**src/rtl/synth_pkg.sv**
```systemverilog
// Shared constants for the keyboard front end: set-2 scancodes,
// note codes and the prefix-decoder state type.
package synth_pkg;

    localparam int OCT_W  = 3;
    localparam int NOTE_W = 4;

    // Note-key make codes, one per semitone from C upward
    localparam logic [7:0] SC_C    = 8'h1C;
    localparam logic [7:0] SC_CS   = 8'h1D;
    localparam logic [7:0] SC_D    = 8'h1B;
    localparam logic [7:0] SC_DS   = 8'h24;
    localparam logic [7:0] SC_E    = 8'h23;
    localparam logic [7:0] SC_F    = 8'h2B;
    localparam logic [7:0] SC_FS   = 8'h2C;
    localparam logic [7:0] SC_G    = 8'h34;
    localparam logic [7:0] SC_GS   = 8'h35;
    localparam logic [7:0] SC_A    = 8'h33;
    localparam logic [7:0] SC_AS   = 8'h3C;
    localparam logic [7:0] SC_B    = 8'h3B;
    localparam logic [7:0] SC_C_HI = 8'h42;

    // Prefix and octave-control codes
    localparam logic [7:0] SC_BREAK  = 8'hF0;
    localparam logic [7:0] SC_EXT    = 8'hE0;
    localparam logic [7:0] SC_OCT_DN = 8'h1A;
    localparam logic [7:0] SC_OCT_UP = 8'h22;

    localparam logic [NOTE_W-1:0] NOTE_C  = 4'd0;
    localparam logic [NOTE_W-1:0] NOTE_CS = 4'd1;
    localparam logic [NOTE_W-1:0] NOTE_D  = 4'd2;
    localparam logic [NOTE_W-1:0] NOTE_DS = 4'd3;
    localparam logic [NOTE_W-1:0] NOTE_E  = 4'd4;
    localparam logic [NOTE_W-1:0] NOTE_F  = 4'd5;
    localparam logic [NOTE_W-1:0] NOTE_FS = 4'd6;
    localparam logic [NOTE_W-1:0] NOTE_G  = 4'd7;
    localparam logic [NOTE_W-1:0] NOTE_GS = 4'd8;
    localparam logic [NOTE_W-1:0] NOTE_A  = 4'd9;
    localparam logic [NOTE_W-1:0] NOTE_AS = 4'd10;
    localparam logic [NOTE_W-1:0] NOTE_B  = 4'd11;

    typedef enum logic [1:0] {
        ST_IDLE,
        ST_BRK,
        ST_EXT,
        ST_EXT_BRK
    } prefix_state_t;

endpackage

```
**src/rtl/keyboard_note_decoder_if.sv**
```systemverilog
// Byte stream from the PS/2 receiver in, note events toward ALUcontroller out.
interface keyboard_note_decoder_if;
    import synth_pkg::*;

    logic [7:0]        ps2_byte;
    logic              ps2_valid;
    logic              note_in;
    logic [NOTE_W-1:0] note;
    logic [OCT_W-1:0]  octave;
    logic              gate;
    logic              note_off;

    // Byte source / note consumer side
    modport master (
        output ps2_byte, ps2_valid,
        input  note_in, note, octave, gate, note_off
    );

    // Decoder side
    modport slave (
        input  ps2_byte, ps2_valid,
        output note_in, note, octave, gate, note_off
    );

endinterface

```
**src/rtl/scancode_to_note.sv**
```systemverilog
// Combinational map from a set-2 make code to a note number; 42 is the
// C one octave above the others.
module scancode_to_note
    import synth_pkg::*;
(
    input  logic [7:0]        code,
    output logic              is_note,
    output logic [NOTE_W-1:0] note,
    output logic              oct_plus1
);

    // Table lookup; unmapped codes report is_note = 0
    always_comb begin
        is_note   = 1'b1;
        note      = NOTE_C;
        oct_plus1 = 1'b0;
        case (code)
            SC_C:    note = NOTE_C;
            SC_CS:   note = NOTE_CS;
            SC_D:    note = NOTE_D;
            SC_DS:   note = NOTE_DS;
            SC_E:    note = NOTE_E;
            SC_F:    note = NOTE_F;
            SC_FS:   note = NOTE_FS;
            SC_G:    note = NOTE_G;
            SC_GS:   note = NOTE_GS;
            SC_A:    note = NOTE_A;
            SC_AS:   note = NOTE_AS;
            SC_B:    note = NOTE_B;
            SC_C_HI: oct_plus1 = 1'b1;
            default: is_note = 1'b0;
        endcase
    end

endmodule

```
**src/rtl/keyboard_note_decoder.sv**
```systemverilog
// Turns the PS/2 scancode stream into note_in / gate / note_off events with
// last-note priority, typematic filtering and a saturating octave register.
module keyboard_note_decoder
    import synth_pkg::*;
#(
    parameter int OCT_DEFAULT = 4,
    parameter int OCT_MAX     = 6
) (
    input  logic                    clk,
    input  logic                    reset,
    keyboard_note_decoder_if.slave  bus
);

    localparam logic [OCT_W-1:0] OCT_DEF_V = OCT_W'(OCT_DEFAULT);
    localparam logic [OCT_W-1:0] OCT_MAX_V = OCT_W'(OCT_MAX);
    localparam logic [OCT_W-1:0] OCT_ONE   = OCT_W'(1);

    prefix_state_t     state_q, state_d;
    logic [NOTE_W-1:0] note_q, note_d;
    logic [OCT_W-1:0]  octave_q, octave_d;
    logic [OCT_W-1:0]  oct_reg_q, oct_reg_d;
    logic [7:0]        held_code_q, held_code_d;
    logic              note_in_q, note_in_d;
    logic              note_off_q, note_off_d;
    logic              gate_q, gate_d;
    logic              oct_dn_held_q, oct_dn_held_d;
    logic              oct_up_held_q, oct_up_held_d;

    logic              lk_is_note;
    logic [NOTE_W-1:0] lk_note;
    logic              lk_oct_plus1;
    logic              hi_c_blocked;

    scancode_to_note u_lookup (
        .code      (bus.ps2_byte),
        .is_note   (lk_is_note),
        .note      (lk_note),
        .oct_plus1 (lk_oct_plus1)
    );

    // The upper C has no octave above the top one to land in
    assign hi_c_blocked = lk_oct_plus1 && (oct_reg_q == OCT_MAX_V);

    // Prefix FSM plus make/break actions; one byte consumed per strobe
    always_comb begin
        state_d       = state_q;
        note_d        = note_q;
        octave_d      = octave_q;
        oct_reg_d     = oct_reg_q;
        held_code_d   = held_code_q;
        gate_d        = gate_q;
        oct_dn_held_d = oct_dn_held_q;
        oct_up_held_d = oct_up_held_q;
        note_in_d     = 1'b0;
        note_off_d    = 1'b0;
        if (bus.ps2_valid) begin
            case (state_q)
                ST_IDLE: begin
                    if (bus.ps2_byte == SC_BREAK) begin
                        state_d = ST_BRK;
                    end else if (bus.ps2_byte == SC_EXT) begin
                        state_d = ST_EXT;
                    end else if (bus.ps2_byte == SC_OCT_DN) begin
                        if (!oct_dn_held_q) begin
                            oct_dn_held_d = 1'b1;
                            if (oct_reg_q != '0) oct_reg_d = oct_reg_q - OCT_ONE;
                        end
                    end else if (bus.ps2_byte == SC_OCT_UP) begin
                        if (!oct_up_held_q) begin
                            oct_up_held_d = 1'b1;
                            if (oct_reg_q != OCT_MAX_V) oct_reg_d = oct_reg_q + OCT_ONE;
                        end
                    end else if (lk_is_note && !hi_c_blocked &&
                                 bus.ps2_byte != held_code_q) begin
                        note_d      = lk_note;
                        octave_d    = oct_reg_q + {{(OCT_W-1){1'b0}}, lk_oct_plus1};
                        held_code_d = bus.ps2_byte;
                        gate_d      = 1'b1;
                        note_in_d   = 1'b1;
                    end
                end
                ST_BRK: begin
                    state_d = ST_IDLE;
                    if (bus.ps2_byte == SC_OCT_DN) begin
                        oct_dn_held_d = 1'b0;
                    end else if (bus.ps2_byte == SC_OCT_UP) begin
                        oct_up_held_d = 1'b0;
                    end else if (lk_is_note && bus.ps2_byte == held_code_q) begin
                        gate_d      = 1'b0;
                        note_off_d  = 1'b1;
                        held_code_d = 8'h00;
                    end
                end
                ST_EXT: begin
                    state_d = (bus.ps2_byte == SC_BREAK) ? ST_EXT_BRK : ST_IDLE;
                end
                ST_EXT_BRK: begin
                    state_d = ST_IDLE;
                end
                default: begin
                    state_d = ST_IDLE;
                end
            endcase
        end
    end

    // State and output registers with synchronous active-low reset
    always_ff @(posedge clk) begin
        if (!reset) begin
            state_q       <= ST_IDLE;
            note_q        <= NOTE_C;
            octave_q      <= OCT_DEF_V;
            oct_reg_q     <= OCT_DEF_V;
            held_code_q   <= 8'h00;
            gate_q        <= 1'b0;
            note_in_q     <= 1'b0;
            note_off_q    <= 1'b0;
            oct_dn_held_q <= 1'b0;
            oct_up_held_q <= 1'b0;
        end else begin
            state_q       <= state_d;
            note_q        <= note_d;
            octave_q      <= octave_d;
            oct_reg_q     <= oct_reg_d;
            held_code_q   <= held_code_d;
            gate_q        <= gate_d;
            note_in_q     <= note_in_d;
            note_off_q    <= note_off_d;
            oct_dn_held_q <= oct_dn_held_d;
            oct_up_held_q <= oct_up_held_d;
        end
    end

    assign bus.note_in  = note_in_q;
    assign bus.note     = note_q;
    assign bus.octave   = octave_q;
    assign bus.gate     = gate_q;
    assign bus.note_off = note_off_q;

endmodule

```
**src/flat_wrapper.sv**
```systemverilog
// flat-port wrapper written by rule: the top's interface ports become plain ports
module keyboard_note_decoder_flat import synth_pkg::*;
#(
    parameter int OCT_DEFAULT = 4,
    parameter int OCT_MAX     = 6
)
  (clk, reset, bus_ps2_byte, bus_ps2_valid, bus_note_in, bus_note, bus_octave, bus_gate, bus_note_off);
  keyboard_note_decoder_if bus_i ();
  input  logic clk;
  input  logic reset;
  input wire logic [$bits(bus_i.ps2_byte)-1:0] bus_ps2_byte;
  input wire logic [$bits(bus_i.ps2_valid)-1:0] bus_ps2_valid;
  output wire logic [$bits(bus_i.note_in)-1:0] bus_note_in;
  output wire logic [$bits(bus_i.note)-1:0] bus_note;
  output wire logic [$bits(bus_i.octave)-1:0] bus_octave;
  output wire logic [$bits(bus_i.gate)-1:0] bus_gate;
  output wire logic [$bits(bus_i.note_off)-1:0] bus_note_off;
  assign bus_i.ps2_byte = bus_ps2_byte;
  assign bus_i.ps2_valid = bus_ps2_valid;
  assign bus_note_in = bus_i.note_in;
  assign bus_note = bus_i.note;
  assign bus_octave = bus_i.octave;
  assign bus_gate = bus_i.gate;
  assign bus_note_off = bus_i.note_off;
  keyboard_note_decoder #(.OCT_DEFAULT(OCT_DEFAULT), .OCT_MAX(OCT_MAX)) u_core (.clk(clk), .reset(reset), .bus(bus_i));
endmodule
```
**config.mk**
```make
export PLATFORM = sky130hd
export DESIGN_NAME = keyboard_note_decoder_flat
export DESIGN_NICKNAME = d
export VERILOG_FILES = /design/src/rtl/synth_pkg.sv /design/src/rtl/keyboard_note_decoder_if.sv /design/src/rtl/scancode_to_note.sv /design/src/rtl/keyboard_note_decoder.sv /design/src/flat_wrapper.sv
export SDC_FILE = /design/constraint.sdc
export NUM_CORES = 1
export LEC_CHECK = 0
export BUFFER_PORTS_ARGS = -buffer_cell sky130_fd_sc_hd__buf_2
export CORE_MARGIN = 2
export CORE_UTILIZATION = 25
export CTS_CLUSTER_DIAMETER = 60
export DETAILED_ROUTE_END_ITERATION = 16
export SYNTH_ARGS = -nofsm -noshare
export SYNTH_HDL_FRONTEND = slang
export SYNTH_SLANG_ARGS = --single-unit
```
**constraint.sdc**
```tcl
create_clock -name clk -period 1.9 [get_ports clk]
set_input_delay 0.095 -clock clk [delete_from_list [all_inputs] [get_ports clk]]
set_output_delay 0.095 -clock clk [all_outputs]
set_load 0.05 [all_outputs]
```
# ---- Word level (Yosys, flattened, before mapping)
# Index checks and enable logic that the tools add are counted.
dict set report word_totals {
  ff_bits 25
  inputBits 11
  word_cells 126
}
dict set report op_classes {
  add_sub_neg 3
  eq_ne 40
  mux 45
  bitwise 8
  reduce_logical 20
}
# cell n
set op_table {}
lappend op_table {{8-bit by 6-bit equality test with 1-bit output, second input constant} 10}
lappend op_table {{8-bit 2-to-1 mux} 8}
lappend op_table {{4-bit one-hot mux with 11 select lines} 1}
lappend op_table {{8-bit by 5-bit equality test with 1-bit output, second input constant} 4}
lappend op_table {{1-bit 2-to-1 mux} 22}
lappend op_table {{3-bit 2-to-1 mux} 6}
lappend op_table {{2-bit inequality test, second input constant} 9}
lappend op_table {{8-bit equality test, second input constant} 2}
lappend op_table {{8-bit one-hot mux with 2 select lines} 1}
lappend op_table {{13-bit OR reduction} 1}
lappend op_table {{2-bit by 1-bit inequality test with 1-bit output, second input constant} 6}
lappend op_table {{10-bit AND reduction} 1}
lappend op_table {{9-bit AND reduction} 1}
lappend op_table {{8-bit by 7-bit equality test with 1-bit output, second input constant} 1}
lappend op_table {{8-bit equality test} 1}
lappend op_table {{8-bit inequality test} 1}
lappend op_table {{1-bit inverter} 8}
lappend op_table {{8-bit AND reduction} 1}
lappend op_table {{7-bit AND reduction} 1}
lappend op_table {{7-bit OR reduction} 1}
lappend op_table {{2-bit 2-to-1 mux} 3}
lappend op_table {{1-bit one-hot mux with 2 select lines} 3}
lappend op_table {{2-bit one-hot mux with 3 select lines} 1}
lappend op_table {{6-bit AND reduction} 1}
lappend op_table {{other kinds (16)} 22}

# ---- Longest topological paths before layout
dict set report depth {
  ltp_word 12
  ltp_mapped 10
  ltp_nobuf 9
}

# ---- Modules after synthesis
# A second synthesis with hierarchy kept.
dict set report unflattened {
  hier_cells 183
  area_unflattened_um2 1535.2
}
# module instances cells_each area_per_inst_um2 seq_area_each_um2
set modules_own_cells {}
lappend modules_own_cells {keyboard_note_decoder 1 155 1348.8 500.5}
lappend modules_own_cells {scancode_to_note 1 28 186.4 0.0}

# ---- Worst setup path after synthesis
# No wires, ideal clock.
dict set report synth_timing {
  kind {input to register}
  startpoint {in bus_ps2_byte[2]}
  endpoint {reg u_core.oct_reg_q[2]}
  setup_ps 128
  arrival_ps 1887
  slack_ps -114
  cell_stages 10
  path_cell_list {buf_2 -> nor3_1 -> and3_1 -> inv_2 -> fa_1 -> mux2i_1 -> nor2_1 -> nor3_1 -> xnor2_1 -> nand2_1}
}
dict set report synth_between {
  elab_chain_cells 3
}
# element line
set synth_lines {}
lappend synth_lines {{from (decl)} flat_wrapper.sv:11} ;# input wire logic [$bits(bus_i.ps2_byte)-1:0] bus_ps2_byte;
lappend synth_lines {{8-bit by 5-bit equality test with 1-bit output (tied with other cells)} keyboard_note_decoder.sv:63} ;# end else if (bus.ps2_byte == SC_OCT_DN) begin
lappend synth_lines {{2-bit inequality test (no line) (tied with other cells)} n/a}
lappend synth_lines {{9-bit AND reduction (no line)} n/a}
lappend synth_lines {{to (signal assigned)} keyboard_note_decoder.sv:124} ;# oct_reg_q <= oct_reg_d;
lappend synth_lines {{to (decl)} keyboard_note_decoder.sv:21} ;# logic [OCT_W-1:0] oct_reg_q, oct_reg_d;
# Several ways; a longest one is shown, not always the timed one.
# A chain may end at the register's enable or synchronous reset.

# ---- Worst setup path in the final report
dict set report layout_timing {
  startpoint {reg u_core.held_code_q[5]}
  endpoint {reg u_core.octave_q[1], in the netlist u_core.bus.octave[1]}
}
dict set report layout_between {
  elab_chain_cells 3
}
# element line
set layout_lines {}
lappend layout_lines {{from (decl)} keyboard_note_decoder.sv:22} ;# logic [7:0] held_code_q, held_code_d;
lappend layout_lines {{from (signal assigned)} keyboard_note_decoder.sv:125} ;# held_code_q <= held_code_d;
lappend layout_lines {{8-bit inequality test} keyboard_note_decoder.sv:74} ;# bus.ps2_byte != held_code_q) begin
lappend layout_lines {{1-bit logical AND} keyboard_note_decoder.sv:73} ;# end else if (lk_is_note && !hi_c_blocked &&
lappend layout_lines {{7-bit AND reduction (no line)} n/a}
lappend layout_lines {{to (signal assigned)} keyboard_note_decoder.sv:123} ;# octave_q <= octave_d;
lappend layout_lines {{to (decl)} keyboard_note_decoder.sv:20} ;# logic [OCT_W-1:0] octave_q, octave_d;
# Every way passes these cells.

==> results.sh <==
export IMPL_ir_drop_mv=0.242
export IMPL_cts_made_buffers=3
export IMPL_clock_path_buffers=2
export IMPL_synth_edf_count=0
export IMPL_seqPwrFrac=0.513
export IMPL_cts_root_buf="clkbuf_8"
export IMPL_period_share=0.934
export IMPL_start_util=0.260
export IMPL_antenna_cells=0
export IMPL_wl_um=3960
export IMPL_coreArea_sq_um=6390
export IMPL_whs_ns=0.126
export IMPL_fmax_mhz=564
export IMPL_crit_buf_inv=0
export IMPL_n_fill_cell=687
export IMPL_critPathSlowestCell="nor4_2"
export IMPL_antenna_found_initial=0
export IMPL_synth_cell_types=52
export IMPL_avgSynthCellArea_sq_um=8.39
export IMPL_yosysSeqAreaShare=0.301
export IMPL_grt_ovfl_total=0
export IMPL_insertion_delay_ns=0.28
export IMPL_top_layer="met4"
export IMPL_status="finished clean"
export IMPL_max_slew_margin_rel=0.660
export IMPL_post_route_util=0.323
export IMPL_routed_via_density=4.73
export IMPL_grt_setup_unrepaired="yes"
export IMPL_cts_tree="yes"
export IMPL_ys_seq_elements=25
export IMPL_multi_input_comb_area_sq_um=1120
export IMPL_htree_levels=1
export IMPL_hold_viol=0
export IMPL_post_cts_buffers=0
export IMPL_share_comb_of_total_power=0.159
export IMPL_io_pins=21
export IMPL_maxCapViolations=0
export IMPL_min_period_ns=1.77
export IMPL_path_cells="xor2_1 > nor4_2 > nand3_4 > a2bb2oi_4 > and2_4 > mux2i_1"
export IMPL_power_uw=1030
export IMPL_post_route_drc_count=0
export IMPL_fin_skew_ns=0.0110
export IMPL_p_sw_uw=282
export IMPL_ys_flop_type="dfxtp_1"
export IMPL_crit_family="simple AND/OR/NAND/NOR gates"
export IMPL_required_ns=2.10
export IMPL_layout_nets=247
export IMPL_leakagePower_uw=0.000899
export IMPL_synth_largest_area_cell="dfxtp_1"
export IMPL_row_count=29
export IMPL_final_cell_mix="nand2_1, buf_4, dfxtp_1"
export IMPL_ys_warnings_count=0
export IMPL_crit_path_max_fanout=7
export IMPL_synth_area_leaders="dfxtp_1, mux2i_1, nand2_1"
export IMPL_clkPwrFrac=0.328
export IMPL_p_sw_frac=0.274
export IMPL_drtPass1Iterations=4
export IMPL_wl_met3_um=115
export IMPL_area_growth_pct=24.2
export IMPL_finalSetupViolCount=0
export IMPL_wl_met2_um=1920
export IMPL_gp_congestion=0.860
export IMPL_dpl_hpwl_um=3110
export IMPL_tightest_slew_ns=0.505
export IMPL_clock_sinks=25
export IMPL_portBuffers=20
export IMPL_wl_met1_um=1910
export IMPL_grt_pass1_wl_um=6760
export IMPL_avgRoutedWirePerCell_um=12.8
export IMPL_dieHeight_um=85.5
export IMPL_die_w_um=85.5
export IMPL_grt_max_degree=21
export IMPL_syn_num_nets=212
export IMPL_drive_above_1_share=0.297
export IMPL_ff_latch_area_sq_um=503
export IMPL_yosys_area_top_type_share=0.301
export IMPL_async_reset_ff_frac=0
export IMPL_dieArea_sq_um=7310
export IMPL_power_internal_uw=747
export IMPL_grtUsageTotal=0.113
export IMPL_syn_area_sq_um=1660
export IMPL_path_class="register to register"
export IMPL_cp_start_kind="register"
export IMPL_num_vias=1462
export IMPL_postSynthCellCount=198
export IMPL_slowest_delay_ns=0.40
export IMPL_cp_arrival_ns=1.97
export IMPL_drv_slew=0
export IMPL_hold_path_class="input port to register"
export IMPL_drt_iter0_markers=106
export IMPL_critPathCaptureType="register"
export IMPL_grt_pass1_vias=1390
export IMPL_antenna_left=0
export IMPL_p_per_area_nw_per_um2=498
export IMPL_final_common_cell="nand2_1"
export IMPL_clkSlewWorstSetupHoldPaths_ns=0.10
[through the flow]
stage                      TNS (ns)  area [sq um]  instances  worst slack [ns]
after global routing      -0.000967          2060        309         -0.000967
after CTS                         0          2040        309            0.0125
after detailed placement     -0.348          1970        305            -0.104
after global placement      -0.0921          1970        305           -0.0582
after floorplan                   0          1670        198           0.00121
final                             0          2060        309             0.126
[synth_stat cells (all sizes together) (3+ instances only)]
cell and n:
nor4 4, dfxtp 25, nor3 6, nand3 12
xnor2 5, xor2 8, nor3b 4, mux2i 14
nand2b 5, inv 5, nor2b 6, and3 3
nor2 9, clkbuf 6, and2 6, nand2 28
o32ai 3, a21oi 5, o21ai 6, buf 8
[worst reg2reg max path, cell delays in order (launching register included)]
cell and delay [ns]:
dfxtp_1 0.34, xor2_1 0.17, nor4_2 0.40, nand3_4 0.12, a2bb2oi_4 0.22, and2_4 0.24, mux2i_1 0.20
[registers in the layout, summed over array words and instances, names as in the netlist]
name / flops
u_core.bus.octave: 3
u_core.state_q: 2
u_core.bus.note_off: 1
u_core.bus.note_in: 1
u_core.oct_dn_held_q: 1
u_core.bus.gate: 1
u_core.oct_reg_q: 3
u_core.held_code_q: 8
u_core.oct_up_held_q: 1
u_core.bus.note: 4
[cell families after synthesis]
group,count (synthesis),synth area share
AOI/OAI and AO/OA,30,0.139
DFF,25,0.301
and+or+nand+nor,93,0.316
adders and majority gates,3,0.0271
buffers and inverters,19,0.0572
xor gates and xnor gates,13,0.0685
muxes,15,0.0911
[final cells by class]
| cell class | count | share of cell area |
|---|---|---|
| flip-flops and latches | 25 | 0.244 |
| multi-input cells | 154 | 0.541 |
| well taps | 77 | 0.0467 |
| inverters | 5 | 0.00909 |
| clock buffers | 3 | 0.0200 |
| repair buffers | 44 | 0.136 |
| clock inverters | 1 | 0.00364 |
[metal layers]
layer | vias up | GRT usage
met5 | - | 0
met4 | 0 | 0.0260
met3 | 2 | 0.0183
met2 | 13 | 0.185
met1 | 685 | 0.155
li1 | 762 | -
[timing repair]
| action | in CTS | in global routing |
|---|---|---|
| endpoints found under the setup margin | 3 | 10 |
| resized for setup | 2 | 6 |
| hold buffers | 0 | 0 |
| pin swaps | 1 | 2 |
| cloned | 0 | 0 |
[path summary, 6_finish.rpt]
path	startpoint	to	slack, ns	depth (start not counted)
setup reg to reg	u_core.held_code_q[5]	u_core.bus.octave[1]	0.13	6
hold reg to reg	u_core.bus.note[1]	u_core.bus.note[1]	0.45	2
hold / removal	bus_ps2_byte[3]	u_core.held_code_q[3]	0.13	3
setup / recovery	u_core.held_code_q[5]	u_core.bus.octave[1]	0.13	6
[power by group through the flow]
| stage | logic [uW] | clock network, uW | registers, uW |
|---|---|---|---|
| floorplan | 95.3 | 0 | 543 |
| global placement | 156 | 0 | 540 |
| detailed placement | 159 | 0 | 540 |
| CTS | 161 | 349 | 528 |
| global route | 178 | 366 | 529 |
| finish | 163 | 337 | 528 |
(Power assumes the default switching activity.)
